**src/rtl/pong_pkg.sv**
```systemverilog
// pong_pkg: shared encodings for the Pong match sequencer.
// States, winner codes, BCD digit width and a winner helper.
package pong_pkg;

  localparam int BCD_W = 4;

  typedef enum logic [1:0] {
    IDLE  = 2'd0,
    SERVE = 2'd1,
    PLAY  = 2'd2,
    OVER  = 2'd3
  } state_e;

  typedef enum logic [1:0] {
    W_NONE = 2'd0,
    W_P1   = 2'd1,
    W_P2   = 2'd2,
    W_TIE  = 2'd3
  } win_e;

  function automatic win_e win_code(
    input logic [3:0] s1,
    input logic [3:0] s2
  );
    if (s1 > s2) return W_P1;
    if (s2 > s1) return W_P2;
    return W_TIE;
  endfunction

endpackage

```
**src/rtl/pong_match_sequencer_bcd_countdown.sv**
```systemverilog
// bcd_countdown: M:SS BCD countdown, loads INIT_MIN:00, holds at 0:00.
// Ports: clk, rst (async low), load_i, dec_i -> min_o, sec10_o, sec1_o, zero_o.
module bcd_countdown
  import pong_pkg::*;
#(
  parameter int unsigned INIT_MIN = 2
) (
  input  logic             clk,
  input  logic             rst,
  input  logic             load_i,
  input  logic             dec_i,
  output logic [BCD_W-1:0] min_o,
  output logic [BCD_W-1:0] sec10_o,
  output logic [BCD_W-1:0] sec1_o,
  output logic             zero_o
);

  localparam logic [BCD_W-1:0] MIN0 = BCD_W'(INIT_MIN);
  localparam logic [BCD_W-1:0] NINE = BCD_W'(9);
  localparam logic [BCD_W-1:0] FIVE = BCD_W'(5);
  localparam logic [BCD_W-1:0] ONE  = BCD_W'(1);

  logic [BCD_W-1:0] min_q, min_d;
  logic [BCD_W-1:0] s10_q, s10_d;
  logic [BCD_W-1:0] s1_q, s1_d;

  assign zero_o = (min_q == '0) && (s10_q == '0) && (s1_q == '0);

  always_comb begin
    min_d = min_q;
    s10_d = s10_q;
    s1_d  = s1_q;
    if (load_i) begin
      min_d = MIN0;
      s10_d = '0;
      s1_d  = '0;
    end else if (dec_i && !zero_o) begin
      if (s1_q != '0) begin
        s1_d = s1_q - ONE;
      end else begin
        s1_d = NINE;
        if (s10_q != '0) begin
          s10_d = s10_q - ONE;
        end else begin
          s10_d = FIVE;
          min_d = min_q - ONE;
        end
      end
    end
  end

  always_ff @(posedge clk or negedge rst) begin
    if (!rst) begin
      min_q <= MIN0;
      s10_q <= '0;
      s1_q  <= '0;
    end else begin
      min_q <= min_d;
      s10_q <= s10_d;
      s1_q  <= s1_d;
    end
  end

  assign min_o   = min_q;
  assign sec10_o = s10_q;
  assign sec1_o  = s1_q;

endmodule

```
**src/rtl/pong_match_sequencer.sv**
```systemverilog
// pong_match_sequencer: IDLE/SERVE/PLAY/OVER match FSM, scores, BCD timer.
// In: clk, rst, tick_1hz, start, miss1, miss2 (pause if PONG_PAUSE_EN).
// Out: state, play_en, serve, score1/2, t_min/t_sec10/t_sec1, winner, game_over.
module pong_match_sequencer
  import pong_pkg::*;
#(
  parameter int unsigned MATCH_MIN     = 2,
  parameter int unsigned WIN_SCORE     = 7,
  parameter int unsigned SERVE_DELAY_S = 2
) (
  input  logic             clk,
  input  logic             rst,
  input  logic             tick_1hz,
  input  logic             start,
  input  logic             miss1,
  input  logic             miss2,
`ifdef PONG_PAUSE_EN
  input  logic             pause,
`endif
  output logic [1:0]       state,
  output logic             play_en,
  output logic             serve,
  output logic [3:0]       score1,
  output logic [3:0]       score2,
  output logic [BCD_W-1:0] t_min,
  output logic [BCD_W-1:0] t_sec10,
  output logic [BCD_W-1:0] t_sec1,
  output logic [1:0]       winner,
  output logic             game_over
);

  localparam logic [3:0] WIN = 4'(WIN_SCORE);
  localparam logic [3:0] SD  = 4'(SERVE_DELAY_S);

  function automatic logic [3:0] sat_inc(input logic [3:0] s);
    return (s == 4'hF) ? s : s + 4'd1;
  endfunction

  state_e     state_q, state_d;
  logic [3:0] score1_q, score1_d;
  logic [3:0] score2_q, score2_d;
  logic [3:0] cnt_q, cnt_d;
  logic       serve_q, serve_d;
  logic       start_q;
  logic       start_rise;
  logic       run;
  logic       m1, m2;
  logic       tmr_load, tmr_dec, tmr_zero;

  assign start_rise = start & ~start_q;
  assign m1 = miss1 & run;
  assign m2 = miss2 & run;

  always_comb begin
    state_d  = state_q;
    score1_d = score1_q;
    score2_d = score2_q;
    cnt_d    = cnt_q;
    serve_d  = 1'b0;
    tmr_load = 1'b0;
    tmr_dec  = 1'b0;
    unique case (state_q)
      IDLE: begin
        if (start_rise) begin
          score1_d = '0;
          score2_d = '0;
          tmr_load = 1'b1;
          cnt_d    = SD;
          state_d  = SERVE;
        end
      end
      SERVE: begin
        if (tmr_zero) begin
          state_d = OVER;
        end else if (tick_1hz) begin
          tmr_dec = 1'b1;
          if (cnt_q == 4'd1) begin
            state_d = PLAY;
            serve_d = 1'b1;
          end else begin
            cnt_d = cnt_q - 4'd1;
          end
        end
      end
      PLAY: begin
        tmr_dec = tick_1hz & run;
        // a double miss is a replay: no point awarded
        if (m1 & ~m2) score2_d = sat_inc(score2_q);
        if (m2 & ~m1) score1_d = sat_inc(score1_q);
        if (score1_d >= WIN || score2_d >= WIN || tmr_zero) begin
          state_d = OVER;
        end else if (m1 | m2) begin
          state_d = SERVE;
          cnt_d   = SD;
        end
      end
      OVER: begin
        if (start_rise) state_d = IDLE;
      end
      default: state_d = IDLE;
    endcase
  end

  always_ff @(posedge clk or negedge rst) begin
    if (!rst) begin
      state_q  <= IDLE;
      score1_q <= '0;
      score2_q <= '0;
      cnt_q    <= '0;
      serve_q  <= 1'b0;
      // a button held through reset must not start a match
      start_q  <= 1'b1;
    end else begin
      state_q  <= state_d;
      score1_q <= score1_d;
      score2_q <= score2_d;
      cnt_q    <= cnt_d;
      serve_q  <= serve_d;
      start_q  <= start;
    end
  end

`ifdef PONG_PAUSE_EN
  logic pause_q, paused_q, paused_d;

  always_comb begin
    paused_d = paused_q;
    if (state_d != PLAY) paused_d = 1'b0;
    else if (state_q == PLAY && pause && !pause_q) paused_d = ~paused_q;
  end

  always_ff @(posedge clk or negedge rst) begin
    if (!rst) begin
      pause_q  <= 1'b0;
      paused_q <= 1'b0;
    end else begin
      pause_q  <= pause;
      paused_q <= paused_d;
    end
  end

  assign run = ~paused_q;
`else
  assign run = 1'b1;
`endif

  bcd_countdown #(
    .INIT_MIN (MATCH_MIN)
  ) u_timer (
    .clk     (clk),
    .rst     (rst),
    .load_i  (tmr_load),
    .dec_i   (tmr_dec),
    .min_o   (t_min),
    .sec10_o (t_sec10),
    .sec1_o  (t_sec1),
    .zero_o  (tmr_zero)
  );

  assign state     = state_q;
  assign play_en   = (state_q == PLAY) & run;
  assign serve     = serve_q;
  assign score1    = score1_q;
  assign score2    = score2_q;
  assign game_over = (state_q == OVER);
  assign winner    = game_over ? win_code(score1_q, score2_q) : W_NONE;

endmodule

```
**config.mk**
```make
export PLATFORM = sky130hd
export DESIGN_NAME = pong_match_sequencer
export DESIGN_NICKNAME = d
export VERILOG_FILES = /design/src/rtl/pong_pkg.sv /design/src/rtl/pong_match_sequencer_bcd_countdown.sv /design/src/rtl/pong_match_sequencer.sv
export SDC_FILE = /design/constraint.sdc
export NUM_CORES = 1
export LEC_CHECK = 0
export ABC_AREA = 1
export CORE_MARGIN = 1
export CORE_UTILIZATION = 55
export CTS_CLUSTER_SIZE = 16
export DETAILED_ROUTE_END_ITERATION = 12
export DONT_BUFFER_PORTS = 1
export PLACE_DENSITY_LB_ADDON = 0.08
export REMOVE_ABC_BUFFERS = 1
export SYNTH_ARGS = -nofsm -noshare
export SYNTH_HDL_FRONTEND = slang
export SYNTH_SLANG_ARGS = --single-unit
export TNS_END_PERCENT = 20
```
**constraint.sdc**
```tcl
create_clock -name clk -period 3.5 [get_ports clk]
set_input_delay 0.875 -clock clk [delete_from_list [all_inputs] [get_ports clk]]
set_output_delay 0.875 -clock clk [all_outputs]
set_load 0.01 [all_outputs]
```
==> metrics.cfg, run 1 <==
[power_and_ir_drop]
finalPower_mw = 1.59
p_leak_nw = 1.03
p_comb_share_pct = 48.5
swShare_pct = 46.9
p_int_mw = 0.843
peakVddDrop_mv = 0.421
seq_power_share_pct = 37.8
power.density_mw_per_mm2 = 770
clkPwrFrac_pct = 13.8
power.switching_mw = 0.745

[routing]
first_pass_iters = 4
drcViolationCount = 0
viasPerCell = 5.39
first_iter_violations = 111
met1Wirelength_mm = 1.97
highest_layer = met4
wl_per_cell_um = 13.1
wl_mm = 3.97
route.met2.wl_mm = 1.84
via_count = 1632
antenna_left = 0
routed-wl-met3_um = 121

[sta]
fin_crit_ns = 2.83
rsz0062_at_grt = no
slew_headroom_pct = 65.4
fmax_mhz = 353
tns_ns = 0
hold_viol = 0
fin_crit_sh_pct = 80.9
setup_violations = 0
skew_ns = 0.0111
worstMarginPinSlew_ns = 0.518
slew_viol_final = 0

[grt]
grtUsageTotal_pct = 22.3
grt_remaining_overflow = 0
grt_pass1_vias = 1420
grt_max_degree = 29
grt_pass1_wl_mm = 6.20
antenna_found_initial = 0

[critical_path]
path_class = flip-flop to primary output
crit_family = flip-flops
cp.required_ns = 2.62
crit_path_end_kind = primary output
cp_data_arrival_time_ns = 1.95
worstPathCellList = inv_1, ha_1, nand2_1, inv_1, a221oi_1, a31oi_1, nor2_1
crit_slowest_cell = dfrtp_1
cp_num_buf_inv = 2
slowest_delay_ns = 0.52
start_kind = flip-flop
worstPathMaxFanout = 6
crit_top_cell = inv_1

[floorplanning]
io_pins = 33
die-area_mm2 = 0.00383
die_width_um = 61.9
core_area_mm2 = 0.00339
start_util_pct = 58.2
die_h_um = 61.9
rows = 21

[final_layout]
nNetsFinal = 281
final_area_mm2 = 0.00206
drive_above_1_share_pct = 13.2
syn2layout_area_growth_pct = 4.57
diodes = 0

[placement]
place_area_mm2 = 0.00201
dpl.hpwl_mm = 3.03
gp_congestion = 0.859
port_buffers = 0

[clock_tree]
clkSlewWorstSetupHoldPaths_ns = 0.16
cts_root_buf = clkbuf_4
clk_latency_ns = 0.34
post_cts_resized = 0
max-clock-path-buffers = 2
cts_hold_buf = 0
cts_setup_buffers = 0
cts.sinks = 28
numCtsBuffers = 3
htree_levels = 1
tritoncts = yes

[yosys]
synth-seq-area-share_pct = 35.6
synth_area_per_cell_um2 = 7.71
synthArstFlopShare_pct = 100
synth_most_common_cell = nand2_1
syn_inst = 256
synth_top_area_cell = dfrtp_1
netlist_top_cells_area = dfrtp_1 33%, nand2_1 11%, ha_1 11%
netlist_top_cells_count = 57 x nand2_1, 32 x inv_1, 27 x nand3_1, 26 x dfrtp_1, 19 x nor2_1
synth_cell_types = 37
synth.cell_area_mm2 = 0.00197
ys_ff_latch = 28
ys.flop_type = dfrtp_1
yosysWarningCount = 0
synth_top_area_share_pct = 33.0
synth_edf_count = 0

[job]
drv_cap = 0

[outcome]
outcome = finished, final reports clean

[hold_path]
min_path_type = primary input to async pin

-- flip-flops by register name, summed over array words and instances, names as in the netlist --
signal           count
u_timer.min_o        4
score2               4
state                2
cnt_q                4
u_timer.sec1_o       4
score1               4
start_q              1
u_timer.sec10_o      4
serve                1
-- power groups by stage --
stage               clock network, mW  logic [mW]  registers (mW)
floorplan                           0       0.645           0.578
global placement                    0       0.754           0.606
detailed placement                  0       0.772           0.611
CTS                             0.221       0.777           0.603
global route                    0.233       0.892           0.628
finish                          0.219       0.769           0.600
-- kinds of logic (layout without fill, tap and decap cells) --
| logic type | after synthesis | count (layout) | share of synthesized area [%] |
|---|---|---|---|
| xor gates and xnor gates | 2 | 2 | 0.888 |
| buffers and inverters | 40 | 41 | 8.05 |
| adders and majority gates | 17 | 17 | 10.8 |
| AOI/OAI and AO/OA | 40 | 40 | 12.7 |
| and+or+nand+nor | 129 | 129 | 31.9 |
| DFF | 28 | 28 | 35.6 |
-- per-layer routing --
metal | up-vias | GRT usage, %
met1 | 753 | 31.4
met4 | 0 | 7.94
li1 | 841 | -
met5 | - | 0
met3 | 5 | 3.93
met2 | 33 | 34.4
-- metrics by stage --
step           util, %  instances  setup WS, ns  hold WS, ns
2_1_floorplan        -        253          1.17        0.464
3_5_place_dp      59.3        299          1.07        0.490
3_3_place_gp      59.3        299          1.09        0.486
5_1_grt           60.9        303         0.498        0.170
4_1_cts           60.9        303         0.674        0.195
6_report          60.9        303         0.670        0.193
-- final timing paths --
kind | start | endpoint | slack, ns | cells past startpoint
worst max register to register | state[0] | cnt_q[2] | 1.20 | 9
min in group clk | start | start_q | 0.50 | 0
worst min-delay path | rst | u_timer.sec1_o[2] | 0.19 | 0
worst max-delay path | score1[2] | winner[0] | 0.67 | 7
max in group asynchronous | rst | u_timer.min_o[1] | 3.13 | 0
worst min register to register | cnt_q[1] | cnt_q[1] | 0.52 | 2
-- final cells by class --
cell class | instances | area [um^2]
clock buffers | 3 | 22.5
clock inverters | 1 | 30.0
fillers | 312 | 1330
inverters | 37 | 139
multi-input cells | 188 | 1110
flip-flops and latches | 28 | 703
well taps | 46 | 57.6
-- placed cells by master (no fill, tap or decap), drive strengths merged --
cell | synthesis | layout
a211oi | 1 | 1
a21oi | 6 | 6
a221oi | 1 | 1
a31oi | 2 | 2
bufinv | 0 | 1
clkbuf | 1 | 3
dfrtp | 26 | 26
dfstp | 2 | 2
ha | 17 | 17
inv | 37 | 37
nand2 | 64 | 64
nand3 | 31 | 31
nand3b | 1 | 1
nand4 | 1 | 1
nor2 | 22 | 22
nor3 | 6 | 6
nor3b | 1 | 1
o211ai | 2 | 2
o21a | 1 | 1
o21ai | 20 | 20
o21bai | 2 | 2
o22ai | 3 | 3
o32ai | 2 | 2
or2 | 3 | 3
xnor2 | 1 | 1
xor2 | 1 | 1
Note: power is estimated with default switching activity, not from simulation.
==> run 2, diff against run 1 <==
Clock period 3.5 ns to 2.45 ns, I/O delays scaled along.
==> run 2 against run 1 <==
  * Sequential power increased by 42%
  * Critical endpoint unchanged
  * Clock skew decreased by 0.0086 ns
  * Die area unchanged
  * Power increased by 48%
  * Cell count increased by 2.6%
  * Clock power increased by 45%
==> metrics.cfg, run 2 (synthesized netlist as in run 1, its figures left out) <==
[sta]
setup_violations = 0  ; unchanged
holdWs_ns = 0.0507  ; -0.142 ns
skew_ns = 0.00244  ; -0.00862 ns
hold_viol = 0  ; unchanged
worstMarginPinSlew_ns = 0.356  ; -0.162 ns
fmax_mhz = 423
slew_viol_final = 0  ; unchanged
fin_crit_ns = 2.37
rsz0062_at_grt = yes
fin_crit_sh_pct = 96.6
slew_headroom_pct = 76.1  ; +11 points

[power_and_ir_drop]
clkPwrFrac_pct = 13.5  ; -0.3 points
p_int_mw = 1.25  ; +49%
power.density_mw_per_mm2 = 1080  ; +40%
seq_power_share_pct = 36.2  ; -1.6 points
p_leak_nw = 1.07  ; +4.0%
power.switching_mw = 1.10  ; +48%
peakVddDrop_mv = 0.496  ; +18%
swShare_pct = 46.8  ; -0.11 points
finalPower_mw = 2.35  ; +48%
p_comb_share_pct = 50.3  ; +1.8 points

[critical_path]
path_class = flip-flop to primary output
start_kind = flip-flop
crit_path_end_kind = primary output
r2r_cells = 9  ; unchanged
cp_data_arrival_time_ns = 1.75  ; -0.20 ns
r2r-end = u_timer.sec10_o[3]
r2r_start = state[0]
worstPathMaxFanout = 6  ; unchanged
cp.required_ns = 1.84  ; -0.78 ns
reg2reg_slack_ns = 0.48  ; -0.72 ns

[floorplanning]
die_width_um = 61.9  ; unchanged
start_util_pct = 58.2  ; unchanged
rows = 21  ; unchanged
die-area_mm2 = 0.00383  ; unchanged
die_h_um = 61.9  ; unchanged
io_pins = 33  ; unchanged
core_area_mm2 = 0.00339  ; unchanged

[routing]
viasPerCell = 5.49  ; +1.9%
antenna_left = 0  ; unchanged
first_iter_violations = 116  ; +4.5%
wl_per_cell_um = 13.7  ; +4.4%
via_count = 1707  ; +4.6%
drcViolationCount = 0  ; unchanged
wl_mm = 4.26  ; +7.1%
first_pass_iters = 4  ; unchanged

[final_layout]
seqCellArea_um2 = 708  ; +0.71%
layout_common_cells = 56 x nand2_1, 28 x inv_1, 27 x nand3_1
diodes = 0  ; unchanged
nNetsFinal = 289  ; +2.8%
fillers = 312  ; unchanged
syn2layout_area_growth_pct = 11.0
instances_no_fill = 311  ; +2.6%
final_core_util_pct = 64.6  ; +3.7 points
final_common_cell = nand2_1
multi_input_area_mm2 = 0.00116  ; +4.2%
drive_above_1_share_pct = 20.8  ; +7.5 points

[placement]
dp_cells = 304  ; +1.7%
dpl.hpwl_mm = 3.10  ; +2.3%
gp_congestion = 0.806  ; -6.2%
port_buffers = 0  ; unchanged

[grt]
antenna_found_initial = 0  ; unchanged
grt_pass1_vias = 1502  ; +5.8%
grt_max_degree = 27  ; -6.9%
grtUsageTotal_pct = 24.3  ; +2.0 points
grt_pass1_wl_mm = 6.79  ; +9.6%
grt_remaining_overflow = 0  ; unchanged

[clock_tree]
htree_levels = 1  ; unchanged
clk_latency_ns = 0.35  ; about the same
clkSlewWorstSetupHoldPaths_ns = 0.16  ; about the same
tritoncts = yes
max-clock-path-buffers = 2  ; unchanged
cts.sinks = 28  ; unchanged
numCtsBuffers = 3  ; unchanged
cts_root_buf = clkbuf_4

[job]
drv_cap = 0  ; unchanged

[hold_path]
min_path_type = primary input to async pin

[outcome]
outcome = finished, final reports clean

run 2: cell count changes in the layout (fill, tap and decap cells not counted), moves of 3 or more:
cell and delta:
buf_4 +7, dfrtp_1 -4, ha_1 -3, dfrtp_2 +4, inv_1 -4, ha_4 +3
inv_2 +3
run 2: worst max-delay path by stage:
stage | slack (ns) | start | to | cells after the start
6_report | 0.08 | score1[2] | winner[0] | 7
5_1_grt | -0.02 | score1[3] | winner[0] | 7
4_1_cts | 0.005 | score1[3] | winner[0] | 7
3_5_place_dp | 0.27 | score1[3] | winner[0] | 7
3_3_place_gp | 0.31 | score1[2] | winner[0] | 7
2_1_floorplan | 0.38 | score1[3] | winner[0] | 7
run 2: stage by stage:
step | TNS [ns] | area, um^2 | worst slack (ns)
2_1_floorplan | 0 | 1950 | 0.380
3_3_place_gp | 0 | 2050 | 0.307
3_5_place_dp | 0 | 2050 | 0.274
4_1_cts | 0 | 2130 | 0.00481
5_1_grt | -0.0157 | 2190 | -0.0157
6_report | 0 | 2190 | 0.0836
run 2: layer usage:
metal  routed length (um)  vias to the layer above  GRT usage, %
met2                 2040                       33          38.1
li1                     -                      859             -
met3                  161                        5          4.35
met4                   57                        0          7.94
met5                    0                        -             0
met1                 2000                      810          34.0
run 2: critical path, stage by stage (launching register included):
cell      delay (ns)
dfrtp_2         0.50
inv_2           0.11
ha_4            0.20
nand2_2         0.06
inv_2           0.04
a221oi_2        0.25
a31oi_1         0.07
nor2_1          0.18
run 2: repair_timing:
item / 4_1_cts / 5_1_grt
cloned: 0 / 0
hold buffers: 1 / 0
setup buffers: 0 / 2
pin swaps: 2 / 5
hold endpoints to repair: 26 / 0
setup endpoints to repair: 2 / 1
resized for setup: 5 / 9
run 2: layout make-up:
class | instances | area share, %
well taps | 46 | 2.63
flip-flops and latches | 28 | 32.3
clock inverters | 1 | 1.37
repair buffers | 8 | 3.31
clock buffers | 3 | 1.03
inverters | 37 | 6.46
multi-input cells | 188 | 52.9
run 2: power groups by stage:
stage / combinational [mW] / sequential, mW / clock, mW
2_1_floorplan: 0.921 / 0.825 / 0
3_3_place_gp: 1.12 / 0.855 / 0
3_5_place_dp: 1.15 / 0.863 / 0
4_1_cts: 1.18 / 0.853 / 0.324
5_1_grt: 1.38 / 0.893 / 0.341
6_report: 1.19 / 0.851 / 0.318
==> run 3, diff against run 2 <==
--- a/config.mk
+++ b/config.mk
@@ -14,4 +14,5 @@
 export PLACE_DENSITY_LB_ADDON = 0.08
 export REMOVE_ABC_BUFFERS = 1
+export SLEW_MARGIN = 10
 export SYNTH_ARGS = -nofsm -noshare
 export SYNTH_HDL_FRONTEND = slang
==> constraint.sdc (replaced) <==
create_clock -name clk -period 2.45 [get_ports clk]
set_input_delay 0.49 -clock clk [delete_from_list [all_inputs] [get_ports clk]]
set_output_delay 0.49 -clock clk [all_outputs]
set_load 0.01 [all_outputs]
==> run 3 against run 2 <==
  * Critical path depth unchanged
  * Non-clock buffer count decreased by 2
  * Die area did not move
  * Power down 0.38%
  * Count of clock-buffer cells in the layout is the same
  * Global-route usage shrank 1.3 points
  * Critical path type unchanged
  * Largest cell class unchanged
==> metrics.cfg, run 3 (synthesized netlist as in run 1, its figures left out) <==
[outcome]
outcome = finished, final reports clean

[critical_path]
cp_data_arrival_time_ns = 1.86  ; +0.11 ns
slowest_delay_ns = 0.47  ; -0.03 ns
r2r_start = state[0]
worstPathMaxFanout = 6  ; unchanged
start_kind = flip-flop
r2r_cells = 9  ; unchanged
path_class = flip-flop to primary output
startpoint = score1[2]
r2r-end = u_timer.min_o[1]
reg2reg_slack_ns = 0.48  ; about the same
crit_top_cell = inv_1
crit_path_end_kind = primary output
cp.required_ns = 1.96  ; +0.12 ns
worstPathCellList = inv_1, ha_1, nand2_1, inv_1, a221oi_2, a31oi_1, nor2_1
crit_slowest_cell = dfrtp_2

[grt]
met3_usage_pct = 4.55  ; +0.21 points
use_met1_pct = 32.7  ; -1.3 points
grtUsageMet2_pct = 34.9  ; -3.2 points
antenna_found_initial = 0  ; unchanged
grt_remaining_overflow = 0  ; unchanged
grt_pass1_wl_mm = 6.56  ; -3.4%
grt_pass1_vias = 1527  ; +1.7%
grtUsageTotal_pct = 23.0  ; -1.3 points
top_usage_layer = met2
grt_max_degree = 29  ; +7.4%

[clock_tree]
cts.sinks = 28  ; unchanged
cts_root_buf = clkbuf_4
tritoncts = yes
max-clock-path-buffers = 2  ; unchanged
clk_latency_ns = 0.33  ; -0.02 ns
clkSlewWorstSetupHoldPaths_ns = 0.16  ; about the same
numCtsBuffers = 3  ; unchanged
htree_levels = 1  ; unchanged

[placement]
port_buffers = 0  ; unchanged
gp_congestion = 0.835  ; +3.6%
place_area_mm2 = 0.00204  ; -0.37%
dpl.hpwl_mm = 3.05  ; -1.4%

[final_layout]
nNetsFinal = 287  ; -0.69%
layout_common_cells = 57 x nand2_1, 30 x inv_1, 27 x nand3_1
final_area_mm2 = 0.00216  ; -1.4%
final_common_cell = nand2_1
syn2layout_area_growth_pct = 9.38
drive_above_1_share_pct = 17.9  ; -2.9 points
diodes = 0  ; unchanged

[sta]
setup_violations = 0  ; unchanged
fin_crit_sh_pct = 95.8  ; -0.78 points
tns_ns = 0  ; unchanged
fin_crit_ns = 2.35  ; -0.0191 ns
skew_ns = 0.00708  ; +0.00464 ns
slew_viol_final = 0  ; unchanged
hold_viol = 0  ; unchanged
slew_headroom_pct = 75.0  ; -1.1 points
worstMarginPinSlew_ns = 0.373  ; +0.0162 ns
fmax_mhz = 426  ; +0.81%
rsz0062_at_grt = no

[routing]
viasPerCell = 5.41  ; -1.4%
drcViolationCount = 0  ; unchanged
antenna_left = 0  ; unchanged
wl_mm = 4.06  ; -4.6%
first_iter_violations = 88  ; -24%
wl_per_cell_um = 13.1  ; -4.0%
first_pass_iters = 5  ; +1
via_count = 1672  ; -2.1%

[power_and_ir_drop]
peakVddDrop_mv = 0.552  ; +11%
power.density_mw_per_mm2 = 1090  ; +1.1%
p_leak_nw = 1.06  ; -0.85%

[hold_path]
min-delay-start = start
min_path_type = primary input to flip-flop
min_path_cells = 0
hold_path_end = start_q

[floorplanning]
core_area_mm2 = 0.00339  ; unchanged
die_h_um = 61.9  ; unchanged
die_width_um = 61.9  ; unchanged
io_pins = 33  ; unchanged
die-area_mm2 = 0.00383  ; unchanged
rows = 21  ; unchanged
start_util_pct = 58.2  ; unchanged

[job]
drv_cap = 0  ; unchanged

==> run 3: cell count changes in the layout (fill, tap and decap cells not counted), sizes merged <==
cell / before / now
dlygate4sd3: 0 / 1
buf: 8 / 5
==> run 3: area by class of cell <==
class	instances	area, um^2
flip-flops and latches	28	707
inverters	37	139
fillers	303	1230
repair buffers	6	60.1
multi-input cells	188	1140
clock inverters	1	30.0
clock buffers	3	22.5
well taps	46	57.6
==> run 3: through the flow <==
step / power, mW / hold slack [ns] / utilization [%] / cells / setup slack, ns
4_1_cts: 2.33 / 0.119 / 62.8 / 309 / 0.0133
5_1_grt: 2.59 / 0.104 / 63.7 / 309 / 0.00217
2_1_floorplan: 1.75 / 0.194 / - / 253 / 0.502
3_5_place_dp: 2.01 / 0.195 / 60.2 / 303 / 0.360
3_3_place_gp: 1.98 / 0.195 / 60.2 / 303 / 0.413
6_report: 2.35 / 0.126 / 63.7 / 309 / 0.103
==> run 3: power by group <==
group / switching (mW) / internal [mW] / total [mW]
Combinational: 0.720 / 0.465 / 1.18
Sequential: 0.231 / 0.621 / 0.852
Clock: 0.144 / 0.165 / 0.309
Total: 1.09 / 1.25 / 2.35
==> run 3: per-layer routing <==
| layer | vias up | routed length, um |
|---|---|---|
| met5 | - | 0 |
| met1 | 769 | 1940 |
| met3 | 6 | 191 |
| met4 | 0 | 53 |
| li1 | 859 | - |
| met2 | 38 | 1880 |
==> run 3: how the worst max path moves through the flow <==
| stage | to | slack, ns | depth (start not counted) |
|---|---|---|---|
| 2_1_floorplan | winner[0] | 0.50 | 7 |
| 3_3_place_gp | winner[0] | 0.41 | 7 |
| 3_5_place_dp | winner[0] | 0.36 | 7 |
| 4_1_cts | winner[0] | 0.01 | 7 |
| 5_1_grt | winner[0] | 0.002 | 7 |
| 6_report | winner[0] | 0.10 | 7 |
==> run 3: timing repair <==
action	in CTS	in global routing
endpoints found under the setup margin	1	1
buffers inserted	0	0
pin swaps	0	2
hold buffers	2	0
gates cloned	0	0
gates resized for setup	3	5
endpoints found under the hold margin	28	0
==> run 3: critical path: cells and delay by family, from the launching register on <==
family	cells	cell delay, ns
AO/OA/AOI/OAI	2	0.32
AND/OR/NAND/NOR	2	0.26
adder cells (fa/ha/maj)	1	0.30
buffers and inverters	2	0.17
flip-flops	1	0.47
